[src/rtl/sd_reg_pkg.sv]
// ---------------------------------------------------------------------------
// sd_reg_pkg
// Shared definitions for the SD host register-set bridge:
//   - register-set request size codes (SZ_NONE/SZ_BYTE/SZ_HALF/SZ_WORD)
//   - bridge_state_t, the bridge FSM state encoding
//   - access_legal(), the size/alignment check applied to host requests
// ---------------------------------------------------------------------------
package sd_reg_pkg;

  localparam logic [1:0] SZ_NONE = 2'd0;
  localparam logic [1:0] SZ_BYTE = 2'd1;
  localparam logic [1:0] SZ_HALF = 2'd2;
  localparam logic [1:0] SZ_WORD = 2'd3;

  typedef enum logic [1:0] {
    IDLE  = 2'd0,
    ISSUE = 2'd1,
    WAIT  = 2'd2,
    RESP  = 2'd3
  } bridge_state_t;

  // Natural alignment keeps address+1..+3 inside the same aligned word, so a
  // legal access can never wrap past the top of the register-set space.
  function automatic logic access_legal(input logic [1:0] size,
                                        input logic [1:0] addr_lsb);
    logic ok;
    case (size)
      SZ_BYTE: ok = 1'b1;
      SZ_HALF: ok = (addr_lsb[0] == 1'b0);
      SZ_WORD: ok = (addr_lsb == 2'b00);
      default: ok = 1'b0;
    endcase
    return ok;
  endfunction

endpackage

[src/rtl/sd_reg_timeout.sv]
// ---------------------------------------------------------------------------
// sd_reg_timeout
// WAIT-phase watchdog counter used by sd_reg_bridge when REG_BRIDGE_TIMEOUT_EN
// is defined.
// Ports:
//   clk      in   clock, rising edge
//   reset    in   asynchronous active-low reset
//   load     in   clear the count (has priority over enable)
//   enable   in   count one cycle
//   expired  out  count has reached TIMEOUT_CYCLES-1, i.e. the current
//                 counted cycle is the TIMEOUT_CYCLES-th one
// ---------------------------------------------------------------------------
module sd_reg_timeout #(
  parameter int TIMEOUT_CYCLES = 16
) (
  input  logic clk,
  input  logic reset,
  input  logic load,
  input  logic enable,
  output logic expired
);

  // One spare bit keeps the width at least 2 even for tiny timeouts.
  localparam int CW = $clog2(TIMEOUT_CYCLES + 1) + 1;

  logic [CW-1:0] count_r;

  assign expired = (count_r == CW'(TIMEOUT_CYCLES - 1));

  // Cycle counter: cleared by load, saturates once expired.
  always_ff @(posedge clk or negedge reset) begin
    if (!reset) begin
      count_r <= {CW{1'b0}};
    end else if (load) begin
      count_r <= {CW{1'b0}};
    end else if (enable && !expired) begin
      count_r <= count_r + {{(CW-1){1'b0}}, 1'b1};
    end
  end

endmodule

[src/rtl/sd_reg_bridge.sv]
// ---------------------------------------------------------------------------
// sd_reg_bridge
// Converts host valid/ready transactions into single-cycle register-set
// requests, waits for ack and returns read data / error status to the host.
// Optional feature macro: REG_BRIDGE_TIMEOUT_EN (WAIT-phase timeout).
// Ports:
//   clk, reset                 clock / asynchronous active-low reset
//   host_valid/host_ready      request handshake (ready only in IDLE)
//   host_wnr/size/addr/wdata   request fields (size 1=B, 2=half, 3=word)
//   rsp_valid/rsp_ready        response handshake, response held until ready
//   rsp_rdata/rsp_err          read data (upper bytes zero) / error flag
//   req/wnr/address/data_in    register-set request, req one cycle wide
//   ack/data_out               register-set ack and read data
// All outputs are registered.
// ---------------------------------------------------------------------------
module sd_reg_bridge
  import sd_reg_pkg::*;
#(
  parameter int DATA_WIDTH     = 8,
  parameter int ADDR_WIDTH     = 8,
  parameter int TIMEOUT_CYCLES = 16
) (
  input  logic                    clk,
  input  logic                    reset,
  input  logic                    host_valid,
  output logic                    host_ready,
  input  logic                    host_wnr,
  input  logic [1:0]              host_size,
  input  logic [ADDR_WIDTH-1:0]   host_addr,
  input  logic [4*DATA_WIDTH-1:0] host_wdata,
  output logic                    rsp_valid,
  input  logic                    rsp_ready,
  output logic [4*DATA_WIDTH-1:0] rsp_rdata,
  output logic                    rsp_err,
  output logic [1:0]              req,
  output logic                    wnr,
  output logic [ADDR_WIDTH-1:0]   address,
  output logic [4*DATA_WIDTH-1:0] data_in,
  input  logic                    ack,
  input  logic [4*DATA_WIDTH-1:0] data_out
);

  localparam int BUS_W = 4 * DATA_WIDTH;

  bridge_state_t state_r;
  logic [1:0]    size_r;
  logic          timeout_hit_s;

  // Keep only the bytes covered by the access size.
  function automatic logic [BUS_W-1:0] size_mask(input logic [1:0] size,
                                                 input logic [BUS_W-1:0] data);
    logic [BUS_W-1:0] m;
    case (size)
      SZ_BYTE: m = {{(3*DATA_WIDTH){1'b0}}, {DATA_WIDTH{1'b1}}};
      SZ_HALF: m = {{(2*DATA_WIDTH){1'b0}}, {(2*DATA_WIDTH){1'b1}}};
      SZ_WORD: m = {BUS_W{1'b1}};
      default: m = {BUS_W{1'b0}};
    endcase
    return data & m;
  endfunction

`ifdef REG_BRIDGE_TIMEOUT_EN
  logic tmo_load_s;
  logic tmo_enable_s;
  logic tmo_expired_s;

  assign tmo_load_s   = (state_r != WAIT);
  assign tmo_enable_s = (state_r == WAIT);

  sd_reg_timeout #(
    .TIMEOUT_CYCLES (TIMEOUT_CYCLES)
  ) u_timeout (
    .clk     (clk),
    .reset   (reset),
    .load    (tmo_load_s),
    .enable  (tmo_enable_s),
    .expired (tmo_expired_s)
  );

  assign timeout_hit_s = tmo_expired_s;
`else
  // Without the watchdog WAIT never gives up; the parameter has no effect.
  logic unused_tmo_s;
  assign unused_tmo_s  = ^TIMEOUT_CYCLES;
  assign timeout_hit_s = 1'b0;
`endif

  // Bridge FSM and all registered outputs.
  always_ff @(posedge clk or negedge reset) begin
    if (!reset) begin
      state_r    <= IDLE;
      size_r     <= SZ_NONE;
      host_ready <= 1'b1;
      rsp_valid  <= 1'b0;
      rsp_rdata  <= {BUS_W{1'b0}};
      rsp_err    <= 1'b0;
      req        <= SZ_NONE;
      wnr        <= 1'b0;
      address    <= {ADDR_WIDTH{1'b0}};
      data_in    <= {BUS_W{1'b0}};
    end else begin
      case (state_r)
        IDLE: begin
          if (host_valid) begin
            host_ready <= 1'b0;
            if (access_legal(host_size, host_addr[1:0])) begin
              // req goes high together with the ISSUE state, so it is
              // visible for exactly the one cycle spent in ISSUE.
              state_r <= ISSUE;
              size_r  <= host_size;
              req     <= host_size;
              wnr     <= host_wnr;
              address <= host_addr;
              data_in <= host_wdata;
            end else begin
              // Rejected without touching the register set.
              state_r   <= RESP;
              rsp_valid <= 1'b1;
              rsp_err   <= 1'b1;
              rsp_rdata <= {BUS_W{1'b0}};
            end
          end
        end
        ISSUE: begin
          req     <= SZ_NONE;
          state_r <= WAIT;
        end
        WAIT: begin
          // An ack arriving on the expiry cycle still completes normally.
          if (ack) begin
            state_r   <= RESP;
            rsp_valid <= 1'b1;
            rsp_err   <= 1'b0;
            rsp_rdata <= wnr ? {BUS_W{1'b0}} : size_mask(size_r, data_out);
          end else if (timeout_hit_s) begin
            state_r   <= RESP;
            rsp_valid <= 1'b1;
            rsp_err   <= 1'b1;
            rsp_rdata <= {BUS_W{1'b0}};
          end
        end
        RESP: begin
          if (rsp_ready) begin
            state_r    <= IDLE;
            rsp_valid  <= 1'b0;
            host_ready <= 1'b1;
          end
        end
        default: begin
          state_r    <= IDLE;
          host_ready <= 1'b1;
          rsp_valid  <= 1'b0;
          req        <= SZ_NONE;
        end
      endcase
    end
  end

endmodule

[config.mk]
export PLATFORM = sky130hd
export DESIGN_NAME = sd_reg_bridge
export DESIGN_NICKNAME = d
export VERILOG_FILES = /design/src/rtl/sd_reg_pkg.sv /design/src/rtl/sd_reg_timeout.sv /design/src/rtl/sd_reg_bridge.sv
export SDC_FILE = /design/constraint.sdc
export NUM_CORES = 1
export LEC_CHECK = 0
export BUFFER_PORTS_ARGS = -buffer_cell sky130_fd_sc_hd__buf_2
export CORE_ASPECT_RATIO = 0.7
export CORE_MARGIN = 2
export CORE_UTILIZATION = 50
export CTS_CLUSTER_DIAMETER = 40
export CTS_CLUSTER_SIZE = 10
export DETAILED_ROUTE_END_ITERATION = 16
export PLACE_DENSITY_LB_ADDON = 0.15
export SKIP_CTS_REPAIR_TIMING = 1
export SLEW_MARGIN = 20
export SYNTH_ARGS = -nofsm -noshare
export SYNTH_HDL_FRONTEND = slang
export SYNTH_HIERARCHICAL = 1
export SYNTH_SLANG_ARGS = --single-unit
[constraint.sdc]
create_clock -name clk -period 4.4 [get_ports clk]
set_clock_uncertainty 0.05 [all_clocks]
set_input_delay 0.88 -clock clk [delete_from_list [all_inputs] [get_ports clk]]
set_output_delay 0.88 -clock clk [all_outputs]
set_load 0.01 [all_outputs]
Word-level counts from Yosys, hierarchy flattened
Cells that the tools add are included.
{"block": "classes", "reduce_logical": 12, "n_bitwise": 2, "muxes": 29, "eq_ne": 14}
{"operator": "2-to-1 mux 32 bit", "count": 6}
{"operator": "one-hot mux 32 bit (3 select lines)", "count": 1}
{"operator": "one-hot mux 32 bit (2 select lines)", "count": 1}
{"operator": "AND 32 bit", "count": 1}
{"operator": "== test 2 bit (second input constant)", "count": 6}
{"operator": "2-to-1 mux 2 bit", "count": 6}
{"operator": "AND reduction 3 bit", "count": 4}
{"operator": "!= test 2 bit (second input constant)", "count": 5}
{"operator": "2-to-1 mux 1 bit", "count": 9}
{"operator": "one-hot mux 2 bit (4 select lines)", "count": 1}
{"operator": "== test 2 x 1 -> 1 bit (second input constant)", "count": 3}
{"operator": "one-hot mux 1 bit (3 select lines)", "count": 2}
{"operator": "nonzero test 2 bit", "count": 3}
{"operator": "AND reduction 5 bit", "count": 1}
{"operator": "zero test 2 bit", "count": 2}
{"operator": "one-hot mux 1 bit (2 select lines)", "count": 2}
{"operator": "one-hot mux 2 bit (2 select lines)", "count": 1}
{"operator": "AND reduction 4 bit", "count": 1}
{"operator": "nonzero test 3 bit", "count": 1}
{"operator": "inverter 1 bit", "count": 1}
{"block": "word_totals", "elab_cells": 67, "register_bits": 82, "input_bits": 80}

Depth between registers and ports, before layout
{"block": "logic_depth", "depth_word": 8, "depth_mapped": 7, "mapped_depth_nobuf": 6}

Least setup slack after synthesis
No wires, ideal clock.
{"block": "synth_timing", "path_type": "input to register", "startpoint": "in host_addr[0]", "endpoint": "reg address[2]", "stages": 5, "arrival_ns": 1.981, "setup_time_ns": 0.125, "slack_ns": 2.244, "cell_sequence": "nand2b_2 o21a_4 nor2_4 buf_6 mux2_2"}
{"block": "synth_via", "elab_chain_len": 5}
{"element": "start: declaration", "line_no": "sd_reg_bridge.sv:29", "rtl": "input logic [ADDR_WIDTH-1:0] host_addr,"}
{"element": "zero test 2 bit or inverter 1 bit (tied branches)", "line_no": "sd_reg_pkg.sv:30, sd_reg_pkg.sv:29"}
{"element": "one-hot mux 1 bit (3 select lines) *", "line_no": "sd_reg_pkg.sv:27", "rtl": "case (size)"}
{"element": "2-to-1 mux 1 bit *", "line_no": "sd_reg_bridge.sv:104", "rtl": "if (host_valid) begin"}
{"element": "2-to-1 mux 1 bit *", "line_no": "sd_reg_bridge.sv:102", "rtl": "case (state_r)"}
{"element": "AND reduction 3 bit (no source line) *"}
{"element": "end signal: assignment", "line_no": "sd_reg_bridge.sv:99", "rtl": "address <= {ADDR_WIDTH{1'b0}};"}
{"element": "end signal: assignment", "line_no": "sd_reg_bridge.sv:113", "rtl": "address <= host_addr;"}
{"element": "end: declaration", "line_no": "sd_reg_bridge.sv:37", "rtl": "output logic [ADDR_WIDTH-1:0] address,"}
Every way passes the cells marked *; elsewhere a longest branch is shown, timed or not. The select of a mux whose other input is x is not followed.
A chain may end at the register's enable or synchronous reset.

Worst setup path in the final report
{"block": "layout_timing", "startpoint": "reg state_r[0]", "endpoint": "reg address[2]"}
{"block": "layout_via", "elab_chain_len": 2}
{"element": "start: declaration", "line_no": "sd_reg_bridge.sv:45", "rtl": "bridge_state_t state_r;"}
{"element": "start signal: assignment", "line_no": "sd_reg_bridge.sv:91", "rtl": "state_r <= IDLE;"}
{"element": "start signal: assignment", "line_no": "sd_reg_bridge.sv:109", "rtl": "state_r <= ISSUE;"}
{"element": "start signal: assignment", "line_no": "sd_reg_bridge.sv:117", "rtl": "state_r <= RESP;"}
{"element": "zero test 2 bit", "line_no": "sd_reg_bridge.sv:102"}
{"element": "AND reduction 3 bit (no source line)"}
Every way passes these cells.

==> out/metrics.csv <==
metric,value,unit
Wirelength per Cell,15.82,microns
layout cells sized above 1,55.95,%
TritonCTS Buffers,9,
# rows,24,
worst hold-check path type,flop to flop,
VDD IR max,0.3437,mV
CTS max path bufs,2,
HP Start,address[7],
die height,72.43,microns
period utilization,59.32,%
min Tclk post-route,2610,ps
# IOs,158,
CP required,4570,ps
R2R depth,6,
Pre-Repair DR Iteration Count,4,
CP max FO,27,
layout net count,475,
CTS sink cnt,82,
initial cell density of the core,52.78,%
Crit Path Category,flop to flop,
"flops & latches, synth",82,
Leak,2.292,nW
CTS Root Cell,clkbuf_8,
synthesized cell area,3344,sq um
Worst R2R End,address[2],
delay of the slowest critical-path stage,490,ps
Die X,101.8,microns
total placed instance area,4156,sq um
Post-Syn Nets,315,
RSZ-0062 raised after global routing,false,
Final Power,0.002789,W
htree depth,3,
max_cap viols,0,
CP Launch Type,flop,
critical path's slowest cell,ha_1,
gr usage total,21.20,%
Finished Cell Area,4384,sq um
Core ar.,6336,sq um
final hold violation count,0,
Max-slew headroom,49.39,%
dpl cells,469,
Syn-to-layout area delta,31.09,%
status,completed,
vias,2504,
multi-input logic area,1179,sq um
worst r2r src,state_r[0],
"Avg Cell Area, Syn",14.54,sq um
number of global-route vias before repair,2438,
Synth warnings,6,
clk_lat worst skew,330,ps
Fillers,455,
Worst Hold Path EP,address[7],
setup total negative slack,0,ps
TritonCTS clock tree,yes,
number of diodes,0,
Clock transition at path regs,80,ps
Final GP Congestion,0.7561,
DRT iter0 DRCs,76,
Crit. End Element,flop,
cells along the critical path,inv_1 -> ha_1 -> nand2_1 -> nor2_4 -> buf_16 -> mux2_2,
final wirelength,7.688,mm
Final HPWL DP,5.462,mm
largest net degree at the start of global routing,83,
first-pass GRT wire length,11.92,mm
Final setup viols,0,
cell count after synthesis,230,
Final Slew Violations,0,
P per Cell Area,636.0,nW/um^2
Layout Cells excl Fill,486,
initial antenna violation count,0,
"Seq/Total Area, Yosys",61.39,%
f_max,383.1,MHz
FF-to-FF setup slack,1790,ps
DRC,0,
FF/Latch Area,2053,sq um
Synth cell types,38,
I/O Buffers,157,
Routed Antenna Nets,0,
WP buf/inv,2,
grt total ovfl,0,
CP arrival,2780,ps
CP top delay family,simple AND/OR/NAND/NOR gates,
Worst Tran Pin Value,759.2,ps
full die area,7369,sq um
Vias/cell,5.152,
hold path cells,1,
[routing by layer]
| metal | track usage (%) | wire length [microns] | vias up |
|---|---|---|---|
| met1 | 28.15 | 3423 | 1213 |
| met3 | 8.285 | 814 | 6 |
| met2 | 32.38 | 3400 | 124 |
| met5 | 0 | 0 | - |
| li1 | - | - | 1161 |
| met4 | 6.757 | 50 | 0 |
[state kept, by name, indices dropped and copies added (netlist names)]
signal      cells
data_in        32
req             2
rsp_err         1
rsp_rdata      32
wnr             1
state_r         2
host_ready      1
address         8
size_r          2
rsp_valid       1
[metrics by stage]
stage	utilization (%)	worst slack, ps	hold WS [ps]
3_5_place_dp	65.60	1434	421.4
4_1_cts	68.70	1518	443.3
5_1_grt	69.19	1595	465.1
2_1_floorplan	-	2244	464.7
6_report	69.19	1790	437.2
3_3_place_gp	65.60	1483	413.1
[cell type report]
class                           count  area share (%)
Clock buffer                       12           3.311
Clock inverter                      4           1.170
Inverter                            6          0.5137
Multi-Input combinational cell    133           26.88
Sequential cell                    82           46.83
Tap cell                           91           2.597
Timing Repair Buffer              158           18.69
[cells in the mapped netlist, drive strengths merged]
cell type	instances	area share, %
nor3	2	0.45
nand2b	3	0.64
mux2	41	14
ha	5	1.9
and3	1	0.19
nand3	2	0.30
nand2	6	0.67
a21oi	5	0.86
clkbuf	1	0.11
and2	2	0.45
o2bb2ai	3	0.79
a211oi	1	0.22
or2b	1	0.34
dfstp	1	0.79
nor2	7	1.0
o22ai	2	0.37
inv	6	0.67
nor2b	4	0.75
o21a	1	0.45
a31oi	1	0.19
buf	8	2.6
a2bb2oi	1	0.26
a211o	1	0.52
o211ai	2	0.86
and3b	1	0.26
dfrtp	81	61
mux2i	1	0.30
a22o	32	8.4
o21ai	7	1.0
o31a	1	0.26
[placed cells by master (no fill, tap or decap), types with 5 or more instances in the layout]
master	n
a22o_1	32
buf_2	156
clkbuf_8	10
dfrtp_1	81
ha_1	5
inv_1	6
mux2_2	39
nand2_1	6
nor2_1	6
o21ai_0	7
[how the worst max path moves through the flow]
| stage | slack, ps | start | cells after the start | end |
|---|---|---|---|---|
| final | 1790 | state_r[0] | 6 | address[2] |
| after global routing | 1590 | state_r[0] | 6 | data_in[9] |
| after CTS | 1520 | state_r[0] | 5 | data_in[22] |
| after detailed placement | 1430 | host_addr[0] | 5 | address[2] |
| after global placement | 1480 | host_addr[0] | 5 | address[6] |
| after floorplan | 2240 | host_addr[0] | 5 | address[2] |
[cell families after synthesis]
group	after synthesis	synth area share [%]
AO/OA/AOI/OAI	57	14.22
adder cells (fa/ha/maj)	5	1.871
buffers and inverters	15	3.367
flip-flops	82	61.39
multiplexers	42	14.10
AND/OR/NAND/NOR	29	5.050
[where the power goes]
part,leakage [nW],internal [W],switching [W]
sequential,1.05,0.00104,0.000162
combinational,1.14,0.000503,0.000553
clock,0.0966,0.000279,0.000253
No activity file was read; power rests on OpenSTA's default activity.
